File: config.mk
export PLATFORM = sky130hd
export DESIGN_NAME = uart_rx_os_flat
export DESIGN_NICKNAME = d
export VERILOG_FILES = /design/src/rtl/uart_pkg.sv /design/src/rtl/uart_rx_os_if.sv /design/src/rtl/uart_rx_sampler.sv /design/src/rtl/uart_rx_os.sv /design/src/flat_wrapper.sv
export SDC_FILE = /design/constraint.sdc
export NUM_CORES = 1
export LEC_CHECK = 0
export ABC_CLOCK_PERIOD_IN_PS = 4300
export BUFFER_PORTS_ARGS = -buffer_cell sky130_fd_sc_hd__buf_2
export CORE_MARGIN = 8
export CORE_UTILIZATION = 61
export DETAILED_ROUTE_END_ITERATION = 8
export PLACE_DENSITY = 0.89
export SYNTH_ARGS = -nofsm -noshare
export SYNTH_HDL_FRONTEND = slang
export SYNTH_HIERARCHICAL = 1
export SYNTH_SLANG_ARGS = --single-unit
File: constraint.sdc
create_clock -name clk_baud -period 4.3 [get_ports clk_baud]
set_input_delay 0.86 -clock clk_baud [delete_from_list [all_inputs] [get_ports clk_baud]]
set_output_delay 0.86 -clock clk_baud [all_outputs]
set_load 0.03 [all_outputs]
File: src/rtl/uart_pkg.sv
// Shared constants for the oversampling UART receiver: FSM state encoding,
// parity modes and the expected-parity helper.
package uart_pkg;

  typedef enum logic [2:0] {
    IDLE   = 3'd0,
    HUNT   = 3'd1,
    START  = 3'd2,
    DATA   = 3'd3,
    PARITY = 3'd4,
    STOP   = 3'd5
  } state_e;

  localparam int PARITY_NONE = 0;
  localparam int PARITY_EVEN = 1;
  localparam int PARITY_ODD  = 2;

  // data must be zero-extended by the caller so unused upper bits add nothing
  function automatic logic exp_parity(input logic [8:0] data, input int mode);
    return (^data) ^ (mode == PARITY_ODD);
  endfunction

endpackage

File: src/rtl/uart_rx_os_if.sv
// Serial line, enable and received-word/status bundle of the UART receiver.
interface uart_rx_os_if #(parameter int DATA_BITS = 8);
  logic                 rx;
  logic                 tx_rx_start;
  logic                 rx_done;
  logic [DATA_BITS-1:0] data_out;
  logic                 parity_bit;
  logic                 parity_err;
  logic                 frame_err;
  logic                 break_det;
  logic [2:0]           current_state_rx;

  modport master (
    output rx, tx_rx_start,
    input  rx_done, data_out, parity_bit, parity_err, frame_err, break_det,
           current_state_rx
  );

  modport slave (
    input  rx, tx_rx_start,
    output rx_done, data_out, parity_bit, parity_err, frame_err, break_det,
           current_state_rx
  );
endinterface

File: src/rtl/uart_rx_sampler.sv
// Input synchroniser, free-running bit-phase counter and mid-bit 3-sample
// majority vote. bit_tick marks the cycle where bit_val is the voted bit.
module uart_rx_sampler #(
  parameter int OVERSAMPLE = 16
) (
  input  logic clk_baud,
  input  logic rst,
  input  logic rx,
  input  logic restart,
  output logic rx_s,
  output logic bit_val,
  output logic bit_tick
);

  localparam int SCW = $clog2(OVERSAMPLE);
  localparam logic [SCW-1:0] SC_LAST = SCW'(OVERSAMPLE - 1);
  localparam logic [SCW-1:0] MID_LO  = SCW'(OVERSAMPLE / 2 - 1);
  localparam logic [SCW-1:0] MID     = SCW'(OVERSAMPLE / 2);
  localparam logic [SCW-1:0] MID_HI  = SCW'(OVERSAMPLE / 2 + 1);

  logic           sync1, sync2;
  logic           smp_lo, smp_mid;
  logic [SCW-1:0] sc;

  always_ff @(posedge clk_baud) begin
    if (rst) begin
      sync1   <= 1'b1;
      sync2   <= 1'b1;
      sc      <= '0;
      smp_lo  <= 1'b1;
      smp_mid <= 1'b1;
    end else begin
      sync1 <= rx;
      sync2 <= sync1;
      if (restart || sc == SC_LAST) sc <= '0;
      else                          sc <= sc + SCW'(1);
      if (sc == MID_LO) smp_lo  <= sync2;
      if (sc == MID)    smp_mid <= sync2;
    end
  end

  // third sample is the live synchronised value at MID+1
  assign rx_s     = sync2;
  assign bit_tick = (sc == MID_HI);
  assign bit_val  = (smp_lo & smp_mid) | (smp_lo & sync2) | (smp_mid & sync2);

endmodule

File: src/rtl/uart_rx_os.sv
// Oversampling UART receiver: frame FSM over the sampler's voted bits, with
// parity, framing and break detection reported alongside the received word.
module uart_rx_os
  import uart_pkg::*;
#(
  parameter int DATA_BITS   = 8,
  parameter int OVERSAMPLE  = 16,
  parameter int PARITY_MODE = 1,
  parameter int STOP_BITS   = 1
) (
  input logic          clk_baud,
  input logic          rst,
  uart_rx_os_if.slave  bus
);

  localparam int BCW = $clog2(DATA_BITS + 1);
  localparam logic [BCW-1:0] BC_DATA_LAST = BCW'(DATA_BITS - 1);
  localparam logic [BCW-1:0] BC_STOP_LAST = BCW'(STOP_BITS - 1);

  state_e               state, nxt;
  logic                 rx_s, bit_val, bit_tick;
  logic                 restart, last_stop, brk;
  logic [DATA_BITS-1:0] shreg;
  logic [BCW-1:0]       bc;
  logic                 par_rx, ferr_p, all_zero;

  uart_rx_sampler #(.OVERSAMPLE(OVERSAMPLE)) u_sampler (
    .clk_baud (clk_baud),
    .rst      (rst),
    .rx       (bus.rx),
    .restart  (restart),
    .rx_s     (rx_s),
    .bit_val  (bit_val),
    .bit_tick (bit_tick)
  );

  assign brk                  = all_zero & ~bit_val;
  assign bus.current_state_rx = state;

  always_comb begin
    nxt       = state;
    restart   = 1'b0;
    last_stop = 1'b0;
    if (!bus.tx_rx_start) begin
      nxt = IDLE;
    end else begin
      case (state)
        IDLE:   if (rx_s) nxt = HUNT;
        HUNT:   if (!rx_s) begin
                  nxt     = START;
                  restart = 1'b1;
                end
        START:  if (bit_tick) nxt = bit_val ? HUNT : DATA;
        DATA:   if (bit_tick && bc == BC_DATA_LAST)
                  nxt = (PARITY_MODE == PARITY_NONE) ? STOP : PARITY;
        PARITY: if (bit_tick) nxt = STOP;
        // done is flagged on the last stop decision, not the stop bit's end,
        // so a back-to-back start edge is still seen from HUNT
        STOP:   if (bit_tick && bc == BC_STOP_LAST) begin
                  last_stop = 1'b1;
                  nxt       = brk ? IDLE : HUNT;
                end
        default: nxt = IDLE;
      endcase
    end
  end

  always_ff @(posedge clk_baud) begin
    if (rst) state <= IDLE;
    else     state <= nxt;
  end

  always_ff @(posedge clk_baud) begin
    if (rst) begin
      shreg          <= '0;
      bc             <= '0;
      par_rx         <= 1'b0;
      ferr_p         <= 1'b0;
      all_zero       <= 1'b0;
      bus.rx_done    <= 1'b0;
      bus.data_out   <= '0;
      bus.parity_bit <= 1'b0;
      bus.parity_err <= 1'b0;
      bus.frame_err  <= 1'b0;
      bus.break_det  <= 1'b0;
    end else begin
      bus.rx_done <= 1'b0;
      if (bus.tx_rx_start && bit_tick) begin
        case (state)
          START: if (!bit_val) begin
                   bc       <= '0;
                   par_rx   <= 1'b0;
                   ferr_p   <= 1'b0;
                   all_zero <= 1'b1;
                 end
          DATA: begin
            shreg    <= {bit_val, shreg[DATA_BITS-1:1]};
            all_zero <= all_zero & ~bit_val;
            bc       <= (bc == BC_DATA_LAST) ? '0 : bc + BCW'(1);
          end
          PARITY: begin
            par_rx   <= bit_val;
            all_zero <= all_zero & ~bit_val;
          end
          STOP: begin
            ferr_p   <= ferr_p | ~bit_val;
            all_zero <= all_zero & ~bit_val;
            bc       <= bc + BCW'(1);
            if (last_stop) begin
              bus.rx_done    <= 1'b1;
              bus.data_out   <= shreg;
              bus.parity_bit <= par_rx;
              bus.parity_err <= (PARITY_MODE != PARITY_NONE) &&
                                (par_rx != exp_parity(9'(shreg), PARITY_MODE));
              bus.frame_err  <= ferr_p | ~bit_val;
              bus.break_det  <= brk;
            end
          end
          default: ;
        endcase
      end
    end
  end

endmodule

File: src/flat_wrapper.sv
// flat-port wrapper written by rule: the top's interface ports become plain ports
module uart_rx_os_flat import uart_pkg::*;
#(
  parameter int DATA_BITS   = 8,
  parameter int OVERSAMPLE  = 16,
  parameter int PARITY_MODE = 1,
  parameter int STOP_BITS   = 1
)
  (clk_baud, rst, bus_rx, bus_tx_rx_start, bus_rx_done, bus_data_out, bus_parity_bit, bus_parity_err, bus_frame_err, bus_break_det, bus_current_state_rx);
  uart_rx_os_if #(.DATA_BITS(DATA_BITS)) bus_i ();
  input logic clk_baud;
  input logic rst;
  input wire logic [$bits(bus_i.rx)-1:0] bus_rx;
  input wire logic [$bits(bus_i.tx_rx_start)-1:0] bus_tx_rx_start;
  output wire logic [$bits(bus_i.rx_done)-1:0] bus_rx_done;
  output wire logic [$bits(bus_i.data_out)-1:0] bus_data_out;
  output wire logic [$bits(bus_i.parity_bit)-1:0] bus_parity_bit;
  output wire logic [$bits(bus_i.parity_err)-1:0] bus_parity_err;
  output wire logic [$bits(bus_i.frame_err)-1:0] bus_frame_err;
  output wire logic [$bits(bus_i.break_det)-1:0] bus_break_det;
  output wire logic [$bits(bus_i.current_state_rx)-1:0] bus_current_state_rx;
  assign bus_i.rx = bus_rx;
  assign bus_i.tx_rx_start = bus_tx_rx_start;
  assign bus_rx_done = bus_i.rx_done;
  assign bus_data_out = bus_i.data_out;
  assign bus_parity_bit = bus_i.parity_bit;
  assign bus_parity_err = bus_i.parity_err;
  assign bus_frame_err = bus_i.frame_err;
  assign bus_break_det = bus_i.break_det;
  assign bus_current_state_rx = bus_i.current_state_rx;
  uart_rx_os #(.DATA_BITS(DATA_BITS), .OVERSAMPLE(OVERSAMPLE), .PARITY_MODE(PARITY_MODE), .STOP_BITS(STOP_BITS)) u_core (.clk_baud(clk_baud), .rst(rst), .bus(bus_i));
endmodule
==> results_dict.tcl, run 1 <==
set metrics [dict create \
    total_power_uw 612 \
    clkLatencyLatePin_ns 0.35 \
    slew_viol_final 0 \
    gr-usage-met1_pct 18.2 \
    core.rowCount 20 \
    synth-async-reset-ratio_pct 0 \
    path_cells "buf_2" \
    synth_ff_type "dfxtp_1" \
    hold_class "register to register" \
    dr.first_iter.drc_count 94 \
    viasPerCell 5.82 \
    fin_nets 241 \
    die_area_sq_um 5040 \
    synth_area_per_cell_sq_um 8.58 \
    path_delay_family "flip-flops" \
    antenna_found_initial 0 \
    grt_pass1_vias 1445 \
    pre_cts_ws_ns 2.03 \
    layout_common_cells "39 x dfxtp_1, 31 x nand2_1, 21 x a21oi_1" \
    numCtsBuffers 5 \
    worst_setup_path_end_kind "primary output" \
    path_depth 1 \
    dp_cells 258 \
    r2r_cells 7 \
    clockBufferDepth 2 \
    skew_ns 0.00486 \
    required_ns 3.44 \
    die_w_microns 71.0 \
    clock-sinks 39 \
    core_sq_um 2950 \
    drive_gt1_share_pct 15.0 \
    leakage_nw 0.801 \
    synthesis.nets 224 \
    syn_to_final_growth_pct 9.23 \
    yosysSeqAreaShare_pct 42.3 \
    ioPinCount 20 \
    synthCells 215 \
    setup_violations 0 \
    routed_wl_mm 3.61 \
    busiest_layer "met2" \
    hold_viol 0 \
    grt.overflow.total 0 \
    cpPeakStageDelay_ns 0.68 \
    dr_total_vias 1548 \
    port_buffers 19 \
    min_period_ns 2.19 \
    min-delay-start "u_core/u_sampler/sync1" \
    worst_slack_ns 2.11 \
    cp_slowest_cell "dfxtp_1" \
    worst_pin_slew_ns 0.548 \
    irDropWorstVdd_mv 0.187 \
    drc 0 \
    arrival_ns 1.33 \
    critical_path_class "register to primary output" \
    hold_path_end "u_core/u_sampler/rx_s" \
    ys_warn_count 6 \
    cts-root-buf "clkbuf_4" \
    fmaxAchievable_ghz 0.456 \
    hold_depth 1 \
    synth_edf_count 0 \
    cts_tree "yes" \
    rrSetupSlack_ns 2.19 \
    path_clk_slew_ns 0.11 \
    antenna_cells 0 \
    whs_ns 0.427 \
    use_met2_pct 25.0 \
    fin_area_sq_um 2010 \
    track_usage_pct 15.6 \
    stdcell_count 266 \
    dpl.hpwl_mm 2.52 \
    reg2reg_to "u_core/bus.parity_err" \
    r2r-start "u_core/u_sampler/sc[1]" \
    cp_num_buf_inv 1 \
    power.density_nw_per_um2 304 \
    post-route-period-util_pct 51.0 \
    crit_fanout 18 \
    outcome "finished clean" \
    fin_util_pct 68.2 \
    synthesis.area_sq_um 1840 \
    detail-route-antenna-nets 0 \
    grt_max_degree 33 \
    fp.dieH_microns 71.0 \
    rsz0062_at_grt "no" \
    drtPass1Iterations 4 \
    cp-start-kind "register" \
    final_common_cell "dfxtp_1" \
    num-fill-cells 263 \
    start_util_pct 62.5 \
    synth-seq-cells 39 \
    met3_usage_pct 6.07 \
    postCtsHoldBufs 0 \
    postCtsSetupBuffers 0 \
    maxCapViolCount 0 \
    setup_tns_ns 0 \
    grt_pass1_wl_mm 6.39 \
    routedWlPerCell_microns 13.6 \
    ys_types 46 \
    ctsResizeCount 0 \
    place.gp.congestion 0.926 \
    h-tree-depth 2 \
    slew_headroom_pct 63.4 \
    placed_area_sq_um 1940 \
]
[Yosys cell counts (all sizes together), types with 3 or more instances]
library cell	n	area share [%]
nand3	5	1.6
inv	10	2.0
and3	7	2.4
xnor2	4	1.9
clkbuf	5	1.0
nor2b	3	1.0
nand2	31	6.3
o21ai	6	1.6
mux2i	9	4.9
nand2b	3	1.0
ha	5	3.4
buf	4	1.1
nor2	18	3.7
dfxtp	39	42
o31ai	3	1.2
nor3	6	1.6
a21oi	21	5.7
[cell families after synthesis]
logic type      synth area share (%)
mux                             4.88
buf+inv                         4.14
simple gates                    24.4
xor+xnor                        4.07
compound gates                  16.2
fa+ha+maj                       3.93
flops                           42.3
[final cells by class]
cell class	instances	area [sq um]	area share, %
Clock inverter	1	7.51	0.373
Clock buffer	7	65.1	3.23
Timing Repair Buffer	19	95.1	4.72
Inverter	10	37.5	1.86
Tap cell	33	41.3	2.05
Sequential cell	39	781	38.8
Multi-Input combinational cell	157	987	49.0
[state kept, by name (all words and copies together), names as in the netlist]
register	count
u_core/all_zero	1
u_core/bc	4
u_core/bus.break_det	1
u_core/bus.current_state_rx	3
u_core/bus.data_out	8
u_core/bus.frame_err	1
u_core/bus.parity_bit	1
u_core/bus.parity_err	1
u_core/bus.rx_done	1
u_core/ferr_p	1
u_core/par_rx	1
u_core/shreg	8
u_core/u_sampler/rx_s	1
u_core/u_sampler/sc	4
u_core/u_sampler/smp_lo	1
u_core/u_sampler/smp_mid	1
u_core/u_sampler/sync1	1
[per-layer routing]
metal / vias to the layer above / wire [microns]
met3: 9 / 231
li1: 784 / -
met2: 49 / 1610
met5: - / 0
met1: 706 / 1700
met4: 0 / 71
[worst max-delay path by stage]
| stage | slack (ns) | end | startpoint |
|---|---|---|---|
| 2_1_floorplan | 2.46 | u_core/bus.parity_err | bus_tx_rx_start |
| 3_3_place_gp | 2.07 | u_core/bus.parity_err | bus_tx_rx_start |
| 3_5_place_dp | 2.03 | u_core/bus.parity_err | bus_tx_rx_start |
| 4_1_cts | 2.11 | bus_current_state_rx[2] | u_core/bus.current_state_rx[2] |
| 5_1_grt | 2.01 | bus_current_state_rx[2] | u_core/bus.current_state_rx[2] |
| 6_report | 2.11 | bus_current_state_rx[2] | u_core/bus.current_state_rx[2] |
[report_power, final]
group | switching, mW | internal [mW] | total (mW)
sequential | 0.00562 | 0.365 | 0.371
clock | 0.121 | 0.0956 | 0.216
combinational | 0.0158 | 0.00922 | 0.0251
Note: power is estimated with default switching activity, not from simulation.
==> inputs of run 2 (changes only) <==
--- a/config.mk
+++ b/config.mk
@@ -5,12 +5,12 @@
 export SDC_FILE = /design/constraint.sdc
 export NUM_CORES = 1
 export LEC_CHECK = 0
-export ABC_CLOCK_PERIOD_IN_PS = 4300
+export ABC_CLOCK_PERIOD_IN_PS = 2100
 export BUFFER_PORTS_ARGS = -buffer_cell sky130_fd_sc_hd__buf_2
 export CORE_MARGIN = 8
-export CORE_UTILIZATION = 61
+export CORE_UTILIZATION = 57
 export DETAILED_ROUTE_END_ITERATION = 8
-export PLACE_DENSITY = 0.89
+export PLACE_DENSITY = 0.85
 export SYNTH_ARGS = -nofsm -noshare
 export SYNTH_HDL_FRONTEND = slang
 export SYNTH_HIERARCHICAL = 1
==> constraint.sdc (replaced) <==
create_clock -name clk_baud -period 2.1 [get_ports clk_baud]
set_input_delay 0.42 -clock clk_baud [delete_from_list [all_inputs] [get_ports clk_baud]]
set_output_delay 0.42 -clock clk_baud [all_outputs]
set_load 0.03 [all_outputs]
==> run 2 against run 1 <==
Cell area increased by 2.1%. Die area increased by 5.4%. Clock skew is 0.0045 ns higher. Sequential cell count unchanged. Core utilization is 1.4 points lower. Final cell count increased by 6.0%. Combinational power is 150% higher. First-iteration DRC count grew 24%. Global-route usage fell by 1.1 points. Total power rose by 96%. Register-to-register slack lost 2.0 ns. Critical path type is now register to register. Largest cell class unchanged.
==> results_dict.tcl, run 2 (synthesis results as in run 1) <==
set metrics [dict create \
    die_w_microns 72.9 \
    h-tree-depth 2 \
    path_cells "inv_1, ha_1, and3_2, and3b_1, nand3_2, and3_1, a311o_1" \
    drc 0 \
    leakage_nw 0.826 \
    num-fill-cells 290 \
    fp.dieH_microns 72.9 \
    skew_ns 0.00938 \
    arrival_ns 2.09 \
    min_period_ns 1.86 \
    multi_input_area_sq_um 987 \
    syn_to_final_growth_pct 11.5 \
    slew_viol_final 0 \
    post-route-period-util_pct 88.7 \
    cts_tree "yes" \
    ctsResizeCount 0 \
    cpPeakStageDelay_ns 0.34 \
    grt.overflow.total 0 \
    hold_viol 0 \
    grt_max_degree 18 \
    clockBufferDepth 2 \
    setup_violations 0 \
    critical_path_class "register to register" \
    core.rowCount 20 \
    fin_util_pct 66.8 \
    numCtsBuffers 5 \
    reg2reg_to "u_core/bus.parity_err" \
    grt_pass1_wl_mm 6.26 \
    final_common_cell "dfxtp_1" \
    fin_nets 247 \
    worst_setup_path_end_kind "register" \
    path_clk_slew_ns 0.11 \
    maxCapViolCount 0 \
    grt_pass1_vias 1429 \
    setup_tns_ns 0 \
    p_sw_uw 271 \
    clkLatencyLatePin_ns 0.33 \
    core_sq_um 3080 \
    cp_num_buf_inv 1 \
    dr_total_vias 1550 \
    antenna_found_initial 0 \
    viasPerCell 5.50 \
    irDropWorstVdd_mv 0.336 \
    outcome "finished clean" \
    detail-route-antenna-nets 0 \
    seqPwrFrac_pct 63.1 \
    top_regs "u_core/bus.data_out (8), u_core/shreg (8)" \
    cts-root-buf "clkbuf_4" \
    path_delay_family "simple AND/OR/NAND/NOR gates" \
    pre_cts_ws_ns 0.257 \
    postCtsHoldBufs 0 \
    clock-sinks 39 \
    slew_headroom_pct 73.3 \
    drtPass1Iterations 4 \
    port_buffers 19 \
    track_usage_pct 14.5 \
    min-delay-start "bus_rx" \
    routed_wl_mm 3.66 \
    worst_pin_slew_ns 0.400 \
    rsz0062_at_grt "no" \
    dr.first_iter.drc_count 117 \
    ff_latch_area_sq_um 781 \
    cp_slowest_cell "dfxtp_1" \
    place.gp.congestion 0.867 \
    ioPinCount 20 \
    hold_class "primary input to register" \
    die_area_sq_um 5310 \
    drive_gt1_share_pct 16.8 \
    p_sw_share_pct 22.6 \
    required_ns 2.33 \
    routedWlPerCell_microns 13.0 \
    r2r-start "u_core/u_sampler/sc[1]" \
    fmaxAchievable_ghz 0.537 \
    hold_path_end "u_core/u_sampler/sync1" \
    hold_depth 2 \
    layout_common_cells "39 x dfxtp_1, 31 x nand2_1, 21 x a21oi_1" \
    dpl.hpwl_mm 2.66 \
    cp-start-kind "register" \
    postCtsSetupBuffers 0 \
    rrSetupSlack_ns 0.24 \
    start_util_pct 59.9 \
    p_int_uw 926 \
    antenna_cells 0 \
    power.density_nw_per_um2 582 \
    worst_slack_ns 0.238 \
    r2r_cells 7 \
    crit_fanout 9 \
    combPwrFrac_pct 5.2 \
    clockPowerShare_pct 31.8 \
]
[run 2: layout make-up]
cell class,instances,share of cell area [%]
timing repair buffer,25,6.81
multi-input combinational,157,48.0
sequential,39,38.0
tap,44,2.68
inverter,10,1.82
clock buffer,6,2.49
clock inverter,1,0.243
[run 2: power by group through the flow]
| stage | logic [mW] | clock network, mW | registers [mW] |
|---|---|---|---|
| global placement | 0.0608 | 0 | 0.771 |
| global route | 0.0694 | 0.432 | 0.756 |
| CTS | 0.0616 | 0.395 | 0.755 |
| floorplan | 0.0382 | 0 | 0.774 |
| finish | 0.0619 | 0.380 | 0.755 |
| detailed placement | 0.0612 | 0 | 0.772 |
[run 2: how the worst max path moves through the flow]
stage	start	endpoint	slack, ns	cells past startpoint
6_report	u_core/u_sampler/sc[1]	u_core/bus.parity_err	0.24	7
5_1_grt	u_core/u_sampler/sc[1]	u_core/bus.frame_err	0.11	7
4_1_cts	u_core/u_sampler/sc[1]	u_core/bus.parity_err	0.24	7
3_5_place_dp	u_core/u_sampler/sc[1]	u_core/bus.parity_err	0.26	7
3_3_place_gp	u_core/u_sampler/sc[1]	u_core/bus.parity_err	0.32	7
2_1_floorplan	u_core/u_sampler/sc[1]	u_core/bus.parity_err	0.39	7
[run 2: routing by layer]
metal,vias up,share of wire [%],track usage (%)
met5,-,0,0
met4,0,0.90,6.67
met3,4,6.4,3.02
met2,51,45,22.9
met1,701,48,18.4
li1,794,-,-
[run 2: metrics by stage]
stage,total power [mW],hold WS [ns],area (sq um),cells
floorplan,0.812,0.389,1840,215
global placement,0.832,0.393,2000,275
detailed placement,0.833,0.409,2000,275
CTS,1.21,0.271,2060,282
global route,1.26,0.257,2060,282
finish,1.20,0.274,2060,282
